[config.mk]
export PLATFORM = sky130hd
export DESIGN_NAME = forwarding_scoreboard_flat
export DESIGN_NICKNAME = d
export VERILOG_FILES = /design/src/rtl/forwarding_scoreboard_if.sv /design/src/rtl/forwarding_scoreboard.sv /design/src/flat_wrapper.sv
export SDC_FILE = /design/constraint.sdc
export NUM_CORES = 1
export LEC_CHECK = 0
export CAP_MARGIN = 15
export CORE_ASPECT_RATIO = 0.75
export CORE_UTILIZATION = 50
export CTS_BUF_LIST = sky130_fd_sc_hd__clkbuf_4
export CTS_CLUSTER_DIAMETER = 30
export DETAILED_ROUTE_END_ITERATION = 10
export DONT_BUFFER_PORTS = 1
export GPL_TIMING_DRIVEN = 0
export PLACE_DENSITY = 0.72
export SLEW_MARGIN = 10
export SYNTH_ARGS = -nofsm -noshare
export SYNTH_HDL_FRONTEND = slang
export SYNTH_SLANG_ARGS = --single-unit
[constraint.sdc]
create_clock -name clk -period 1.3 [get_ports clk]
set_input_delay 0.26 -clock clk [delete_from_list [all_inputs] [get_ports clk]]
set_output_delay 0.26 -clock clk [all_outputs]
set_load 0.1 [all_outputs]
[src/rtl/forwarding_scoreboard_if.sv]
// Bundle of ID-stage issue/source signals and the forwarding/stall/busy results
// exchanged between the pipeline control (master) and the scoreboard (slave).
interface forwarding_scoreboard_if #(
  parameter int NREG  = 8,
  parameter int DEPTH = 3
);
  localparam int RW = $clog2(NREG);
  localparam int SW = $clog2(DEPTH + 1);

  logic          issue_valid;
  logic          issue_we;
  logic [RW-1:0] issue_rd;
  logic          issue_is_load;
  logic          srcA_use;
  logic          srcB_use;
  logic [RW-1:0] srcA_reg;
  logic [RW-1:0] srcB_reg;
  logic          flush;
  logic [SW-1:0] fwdA_sel;
  logic [SW-1:0] fwdB_sel;
  logic          stall;
  logic [NREG-1:0] busy;

  modport master (
    output issue_valid, issue_we, issue_rd, issue_is_load,
    output srcA_use, srcB_use, srcA_reg, srcB_reg, flush,
    input  fwdA_sel, fwdB_sel, stall, busy
  );

  modport slave (
    input  issue_valid, issue_we, issue_rd, issue_is_load,
    input  srcA_use, srcB_use, srcA_reg, srcB_reg, flush,
    output fwdA_sel, fwdB_sel, stall, busy
  );
endinterface

[src/rtl/forwarding_scoreboard.sv]
// Tracks destination registers of instructions in EX..WB, selects the youngest
// forwarding source for each ID operand and raises the load-use stall.
module forwarding_scoreboard #(
  parameter int NREG        = 8,
  parameter int DEPTH       = 3,
  parameter int LOAD_LAT    = 1,
  parameter int ZERO_REG_EN = 0
) (
  input  logic                  clk,
  input  logic                  rst_n,
  forwarding_scoreboard_if.slave bus
);
  localparam int RW  = $clog2(NREG);
  localparam int SW  = $clog2(DEPTH + 1);
  localparam bit ZEN = (ZERO_REG_EN != 0);

  logic [DEPTH:1]  vld_r;
  logic [DEPTH:1]  ld_r;
  logic [RW-1:0]   rd_r [1:DEPTH];

  logic [SW-1:0]   match_a_s;
  logic [SW-1:0]   match_b_s;
  logic            ld_a_s;
  logic            ld_b_s;
  logic            ok_a_s;
  logic            ok_b_s;
  logic            haz_a_s;
  logic            haz_b_s;
  logic            stall_s;
  logic            issue_s;
  logic [NREG-1:0] busy_s;

  // Scanning oldest to youngest lets the youngest matching stage win.
  function automatic logic [SW:0] youngest(input logic [RW-1:0] src);
    logic [SW:0] res;
    res = {(SW + 1){1'b0}};
    for (int k = DEPTH; k >= 1; k--) begin
      if (vld_r[k] && (rd_r[k] == src)) begin
        res = {ld_r[k], SW'(k)};
      end
    end
    return res;
  endfunction

  // Operand lookup, load-use hazard detection and issue qualification.
  always_comb begin
    ok_a_s = bus.srcA_use & ~(ZEN & (bus.srcA_reg == {RW{1'b0}}));
    ok_b_s = bus.srcB_use & ~(ZEN & (bus.srcB_reg == {RW{1'b0}}));
    {ld_a_s, match_a_s} = youngest(bus.srcA_reg);
    {ld_b_s, match_b_s} = youngest(bus.srcB_reg);
    haz_a_s = ok_a_s & (match_a_s != {SW{1'b0}}) & (match_a_s <= SW'(LOAD_LAT)) & ld_a_s;
    haz_b_s = ok_b_s & (match_b_s != {SW{1'b0}}) & (match_b_s <= SW'(LOAD_LAT)) & ld_b_s;
    stall_s = (haz_a_s | haz_b_s) & ~bus.flush;
    issue_s = bus.issue_valid & bus.issue_we & ~stall_s & ~bus.flush
              & ~(ZEN & (bus.issue_rd == {RW{1'b0}}));
  end

  // Per-register pending-write vector.
  always_comb begin
    busy_s = {NREG{1'b0}};
    for (int r = 0; r < NREG; r++) begin
      for (int k = 1; k <= DEPTH; k++) begin
        busy_s[r] = busy_s[r] | (vld_r[k] & (rd_r[k] == RW'(r)));
      end
    end
  end

  assign bus.fwdA_sel = (ok_a_s & ~(haz_a_s & ~bus.flush)) ? match_a_s : {SW{1'b0}};
  assign bus.fwdB_sel = (ok_b_s & ~(haz_b_s & ~bus.flush)) ? match_b_s : {SW{1'b0}};
  assign bus.stall    = stall_s;
  assign bus.busy     = busy_s;

  // Pipeline of pending writes; a flush squashes the instructions in ID and EX.
  always_ff @(posedge clk or negedge rst_n) begin
    if (!rst_n) begin
      vld_r <= {DEPTH{1'b0}};
      ld_r  <= {DEPTH{1'b0}};
      for (int k = 1; k <= DEPTH; k++) begin
        rd_r[k] <= {RW{1'b0}};
      end
    end else begin
      vld_r[1] <= issue_s;
      rd_r[1]  <= bus.issue_rd;
      ld_r[1]  <= bus.issue_is_load;
      for (int k = 2; k <= DEPTH; k++) begin
        vld_r[k] <= vld_r[k-1] & ~(bus.flush & (k == 2));
        rd_r[k]  <= rd_r[k-1];
        ld_r[k]  <= ld_r[k-1];
      end
    end
  end
endmodule
[src/flat_wrapper.sv]
// flat-port wrapper written by rule: the top's interface ports become plain ports
module forwarding_scoreboard_flat 
#(
  parameter int NREG        = 8,
  parameter int DEPTH       = 3,
  parameter int LOAD_LAT    = 1,
  parameter int ZERO_REG_EN = 0
)
  (clk, rst_n, bus_issue_valid, bus_issue_we, bus_issue_rd, bus_issue_is_load, bus_srcA_use, bus_srcB_use, bus_srcA_reg, bus_srcB_reg, bus_flush, bus_fwdA_sel, bus_fwdB_sel, bus_stall, bus_busy);
  forwarding_scoreboard_if #(.NREG(NREG), .DEPTH(DEPTH)) bus_i ();
  input  logic clk;
  input  logic rst_n;
  input wire logic [$bits(bus_i.issue_valid)-1:0] bus_issue_valid;
  input wire logic [$bits(bus_i.issue_we)-1:0] bus_issue_we;
  input wire logic [$bits(bus_i.issue_rd)-1:0] bus_issue_rd;
  input wire logic [$bits(bus_i.issue_is_load)-1:0] bus_issue_is_load;
  input wire logic [$bits(bus_i.srcA_use)-1:0] bus_srcA_use;
  input wire logic [$bits(bus_i.srcB_use)-1:0] bus_srcB_use;
  input wire logic [$bits(bus_i.srcA_reg)-1:0] bus_srcA_reg;
  input wire logic [$bits(bus_i.srcB_reg)-1:0] bus_srcB_reg;
  input wire logic [$bits(bus_i.flush)-1:0] bus_flush;
  output wire logic [$bits(bus_i.fwdA_sel)-1:0] bus_fwdA_sel;
  output wire logic [$bits(bus_i.fwdB_sel)-1:0] bus_fwdB_sel;
  output wire logic [$bits(bus_i.stall)-1:0] bus_stall;
  output wire logic [$bits(bus_i.busy)-1:0] bus_busy;
  assign bus_i.issue_valid = bus_issue_valid;
  assign bus_i.issue_we = bus_issue_we;
  assign bus_i.issue_rd = bus_issue_rd;
  assign bus_i.issue_is_load = bus_issue_is_load;
  assign bus_i.srcA_use = bus_srcA_use;
  assign bus_i.srcB_use = bus_srcB_use;
  assign bus_i.srcA_reg = bus_srcA_reg;
  assign bus_i.srcB_reg = bus_srcB_reg;
  assign bus_i.flush = bus_flush;
  assign bus_fwdA_sel = bus_i.fwdA_sel;
  assign bus_fwdB_sel = bus_i.fwdB_sel;
  assign bus_stall = bus_i.stall;
  assign bus_busy = bus_i.busy;
  forwarding_scoreboard #(.NREG(NREG), .DEPTH(DEPTH), .LOAD_LAT(LOAD_LAT), .ZERO_REG_EN(ZERO_REG_EN)) u_core (.clk(clk), .rst_n(rst_n), .bus(bus_i));
endmodule
==> results of run 1 <==
-- repair_timing --
action	4_1_cts
buffers inserted	11
pin swaps	15
setup endpoints to repair	14
gates resized for setup	12
endpoints found under the hold margin	13
gates cloned	0
hold buffers	1
-- logic make-up after synthesis --
logic type / count (synthesis)
and+or+nand+nor: 36
buffers and inverters: 13
xor gates and xnor gates: 18
DFF: 13
AOI/OAI and AO/OA: 17
-- through the flow --
step,worst slack (ns),area (µm²)
floorplan,-0.487,1230
global placement,-0.541,1250
detailed placement,-0.613,1250
CTS,-0.833,1440
==> results.yml, run 1 <==
status:
  run_status: "did not finish"
  haltStage: "5_1_grt"
  toolErrorMsg: "[ERROR DPL-0038] Utilization greater than 100%, impossible to legalize"
floorplan:
  placementRows: 12
  die_height_um: 38.8
  chipWidth_um: 51.1
  top_level_ports: 30
  starting_utilization_of_the_core_area_pct: 57.3
clock_tree:
  clk_path_buf_depth: 2
  root_buffer: "sky130_fd_sc_hd__clkbuf_4"
  cts_buffers: 3
  htree_num_levels: 1
  tritoncts_num_sinks: 13
placement:
  detailedPlacementHpwl_um: 1880
  gp_congestion: 0.808
  dp.cells: 118
  io_buffers: 0
yosys:
  seq_area_frac_synth_pct: 36.0
  ys_warn_count: 0
  synth-compound-area-share_pct: 14.0
  ys_top_cells_by_area: "sky130_fd_sc_hd__dfrtp_1, sky130_fd_sc_hd__xnor2_1, sky130_fd_sc_hd__o311ai_1"
  synth_cell_types: 26
  synthMuxAreaShare_pct: 0
  synth_simple_gate_area_share_pct: 24.4
  synth_largest_area_cell: "sky130_fd_sc_hd__dfrtp_1"
  fraction_of_synthesized_cell_area_in_xor_and_xnor_cells_pct: 17.5
  synthesis.area_um2: 903
  synth_area_per_cell_um2: 9.31
  fraction_of_registers_with_async_set_or_reset_after_synthesis_pct: 100
  synth.top_cells.by_count: "sky130_fd_sc_hd__xnor2_1, sky130_fd_sc_hd__dfrtp_1, sky130_fd_sc_hd__nand4_1, sky130_fd_sc_hd__nand2_1, sky130_fd_sc_hd__o311ai_1"
  ys_seq_elements: 13
  synthAdderAreaFrac_pct: 0
  syn_nets: 114
  synth_most_common_cell: "sky130_fd_sc_hd__xnor2_1"
  postSynth.topFlopCell: "sky130_fd_sc_hd__dfrtp_1"
  dominant_combinational_cell_family_by_area_after_synthesis: "simple AND/OR/NAND/NOR gates"
  syn_inst: 97
  synth_top_area_share_pct: 36.0
  count_of_flip_flops_with_a_built_in_enable_after_synthesis: 0
timing:
  grt_repair_worst_endpoint: "bus_fwdB_sel[1]"
  timing.repair.worst_endpoint_type: "primary output"
grt:
  grt_start_max_net_pins: 14
==> run 2, diff against run 1 <==
--- a/config.mk
+++ b/config.mk
@@ -6,14 +6,12 @@
 export NUM_CORES = 1
 export LEC_CHECK = 0
 export CAP_MARGIN = 15
-export CORE_ASPECT_RATIO = 0.75
-export CORE_UTILIZATION = 50
-export CTS_BUF_LIST = sky130_fd_sc_hd__clkbuf_4
-export CTS_CLUSTER_DIAMETER = 30
+export CORE_AREA = 2 2 63 65
 export DETAILED_ROUTE_END_ITERATION = 10
+export DIE_AREA = 0 0 65 67
 export DONT_BUFFER_PORTS = 1
 export GPL_TIMING_DRIVEN = 0
-export PLACE_DENSITY = 0.72
+export PLACE_DENSITY_LB_ADDON = 0.15
 export SLEW_MARGIN = 10
 export SYNTH_ARGS = -nofsm -noshare
 export SYNTH_HDL_FRONTEND = slang
==> constraint.sdc (replaced) <==
create_clock -name clk -period 1.7 [get_ports clk]
set_input_delay 0.34 -clock clk [delete_from_list [all_inputs] [get_ports clk]]
set_output_delay 0.34 -clock clk [all_outputs]
set_load 0.1 [all_outputs]
==> run 2 against run 1 <==
Compared with the run above: the flow now finishes, with violations (setup timing); synthesized area did not move; synthesized cell count unchanged.
==> results.yml, run 2 <==
yosys:
  syn_nets: 114
  synthesis.area_um2: 903
  count_of_flip_flops_with_a_built_in_enable_after_synthesis: 0
  seq_area_frac_synth_pct: 36.0
  synth.top_cells.by_count: "sky130_fd_sc_hd__xnor2_1, sky130_fd_sc_hd__dfrtp_1, sky130_fd_sc_hd__nand4_1, sky130_fd_sc_hd__nand2_1, sky130_fd_sc_hd__o311ai_1"
  synth_largest_area_cell: "sky130_fd_sc_hd__dfrtp_1"
  ys_top_cells_by_area: "sky130_fd_sc_hd__dfrtp_1, sky130_fd_sc_hd__xnor2_1, sky130_fd_sc_hd__o311ai_1"
  synth_top_area_share_pct: 36.0
  synth_cell_types: 26
  postSynth.topFlopCell: "sky130_fd_sc_hd__dfrtp_1"
  ys_seq_elements: 13
  fraction_of_registers_with_async_set_or_reset_after_synthesis_pct: 100
  syn_inst: 97
  ys_warn_count: 0
  synth_area_per_cell_um2: 9.31
  synth_most_common_cell: "sky130_fd_sc_hd__xnor2_1"
hold_path:
  worstHoldPathType: "primary input to register"
detailed_routing:
  drt-initial-drc-count: 46
  via_count: 850
  drt-vias-per-instance: 4.94
  route.detailed.wl_per_inst_um: 16.9
  drt_first_pass_iters: 4
  antenna_left: 0
  drt_wirelength_um: 2910
  route.detailed.drc: 0
placement:
  io_buffers: 0
  detailedPlacementHpwl_um: 1990
  gp_congestion: 0.814
  place_ws_ns: -0.267
grt:
  globalRoute.totalOverflow: 0
  grt_use_total_pct: 13.9
  first_global_vias: 902
  grt_start_max_net_pins: 14
  global_route_wire_length_before_repair_um: 4570
  antenna_found_initial: 0
power:
  total_leakage_power_nw: 0.726
  pwr-share-clk_pct: 29.9
  peakVddDrop_mv: 0.382
  seq_power_share_pct: 38.2
  intPower_mw: 0.624
  comb_power_share_pct: 31.8
  sw_share_pct: 30.1
  power-per-cell-area_nw_per_um2: 537
  design_power_total_mw: 0.892
  p_switching_mw: 0.268
timing:
  max_slew.worst_pin.slew_ns: 1.12
  min_period_over_period_pct: 128
  fmax_mhz: 459
  clock_skew_ns: 0.000751
  worst_slack_ns: -0.479
  relSlewSlack_pct: 24.9
  slew_violations: 0
  rsz0062_at_grt: "yes"
  timing.final.hold_violations: 0
  post-route-min-period_ns: 2.18
  setup-violations-final: 13
worst_setup_path:
  setup.worst_path.class: "register to output port"
  max_stage_delay_ns: 0.93
  cp.arrival_ns: 1.84
  worst_path_max_delay_cell: "sky130_fd_sc_hd__o311ai_4"
  timing.critical_path.required_ns: 1.36
  critPathMaxFanout: 7
  r2r_slack_ns: 0.34
  critical_path.cell_chain: "buf_8 > buf_4 > o311ai_4"
  startpoint_type: "register"
  endpoint_kind: "output port"
layout:
  areaGrowthSynthToFinish_pct: 83.8
  antennaDiodeCount: 0
  final_cell_mix: "sky130_fd_sc_hd__buf_4, sky130_fd_sc_hd__xnor2_2, sky130_fd_sc_hd__dfrtp_1"
  fillerInstances: 350
  largest_register_ff_count: 9
  final_layout_size_suffix_gt1_share_pct: 62.9
  largest-register: "u_core.rd_r"
  most_common_library_cell_in_the_layout_ignoring_fill_and_taps: "sky130_fd_sc_hd__buf_4"
  num-nets-final: 142
  reg_top3: "u_core.rd_r: 9 flops, u_core.vld_r: 3 flops, u_core.ld_r: 1 flops"
floorplan:
  die-area_um2: 4360
  floorplan.core_area_um2: 3610
  top_level_ports: 30
  chipWidth_um: 65
  die_height_um: 67
  placementRows: 22
  starting_utilization_of_the_core_area_pct: 25.1
clock_tree:
  worstSkewPairLatency_ns: 0.24
  clkTransAtPathRegs_ns: 0.05
  cts_buffers: 3
  tritoncts_num_sinks: 13
  root_buffer: "sky130_fd_sc_hd__clkbuf_8"
  htree_num_levels: 1
  clock_tree_from_tritoncts: "yes"
  clk_path_buf_depth: 2
run:
  drv.max_cap_violation_count: 0
status:
  run_status: "finished, violations left"
  violations: "setup timing"
-- run 2: critical path, delay by kind of cell, from the launching register on --
family / cells / cell delay [ns]
compound gates: 1 / 0.93
flops: 1 / 0.39
buf+inv: 2 / 0.28
-- run 2: cell families after synthesis --
kind of cell / count (synthesis) / synth area share [%]
buf+inv: 13 / 8.17
compound gates: 17 / 14.0
flops: 13 / 36.0
xor+xnor: 18 / 17.5
simple gates: 36 / 24.4
-- run 2: area by class of cell --
type	instances	area, µm²	area share (%)
Buffer	8	101	6.10
Multi-Input combinational cell	71	890	53.6
Tap cell	48	60.1	3.62
Inverter	5	35.0	2.11
Clock buffer	3	41.3	2.49
Clock inverter	1	5.00	0.301
Sequential cell	13	329	19.8
Timing Repair Buffer	23	199	12.0
-- run 2: final timing paths --
check,from,end,cells past startpoint
max,u_core.rd_r[2]$_DFF_PN0_,bus_busy[2],3
max reg2reg,u_core.rd_r[8]$_DFF_PN0_,u_core.vld_r[1]$_DFF_PN0_,6
max in group asynchronous,rst_n,u_core.vld_r[2]$_DFF_PN0_,1
min in group asynchronous,rst_n,u_core.rd_r[4]$_DFF_PN0_,1
min,bus_issue_rd[1],u_core.rd_r[7]$_DFF_PN0_,0
min reg2reg,u_core.rd_r[7]$_DFF_PN0_,u_core.rd_r[4]$_DFF_PN0_,0
-- run 2: layer usage --
metal	vias to the layer above	part of all wire (%)	track usage, %
li1	403	-	-
met1	417	39	15.9
met2	26	55	26.4
met3	4	4.1	1.52
met4	0	1.3	5.05
met5	-	0	0
-- run 2: power groups by stage --
| stage | Clock, mW | Sequential [mW] | Combinational (mW) |
|---|---|---|---|
| after global placement | 0 | 0.344 | 0.202 |
| after detailed placement | 0 | 0.344 | 0.206 |
| after floorplan | 0 | 0.340 | 0.185 |
| after global routing | 0.297 | 0.344 | 0.299 |
| after CTS | 0.280 | 0.340 | 0.254 |
| final | 0.267 | 0.341 | 0.284 |
-- run 2: metrics by stage --
step / hold WS, ns / instance area [µm²] / cells / utilization [%] / TNS [ns]
floorplan: 0.0444 / 1240 / 97 / - / -1.19
global placement: 0.0448 / 1300 / 145 / 36.1 / -2.12
CTS: 0.119 / 1550 / 165 / 42.9 / -5.40
detailed placement: 0.0448 / 1300 / 145 / 36.1 / -2.25
global route: 0.110 / 1660 / 172 / 46.0 / -6.38
finish: 0.127 / 1660 / 172 / 46.0 / -5.45
-- run 2: repair_timing --
| action | in CTS | in global routing |
|---|---|---|
| hold buffers | 1 | 0 |
| cloned | 0 | 0 |
| setup endpoints to repair | 13 | 13 |
| pin swaps | 15 | 11 |
| hold endpoints to repair | 13 | 0 |
| gates resized for setup | 14 | 8 |
| buffers inserted | 15 | 7 |
(Power assumes the default switching activity.)
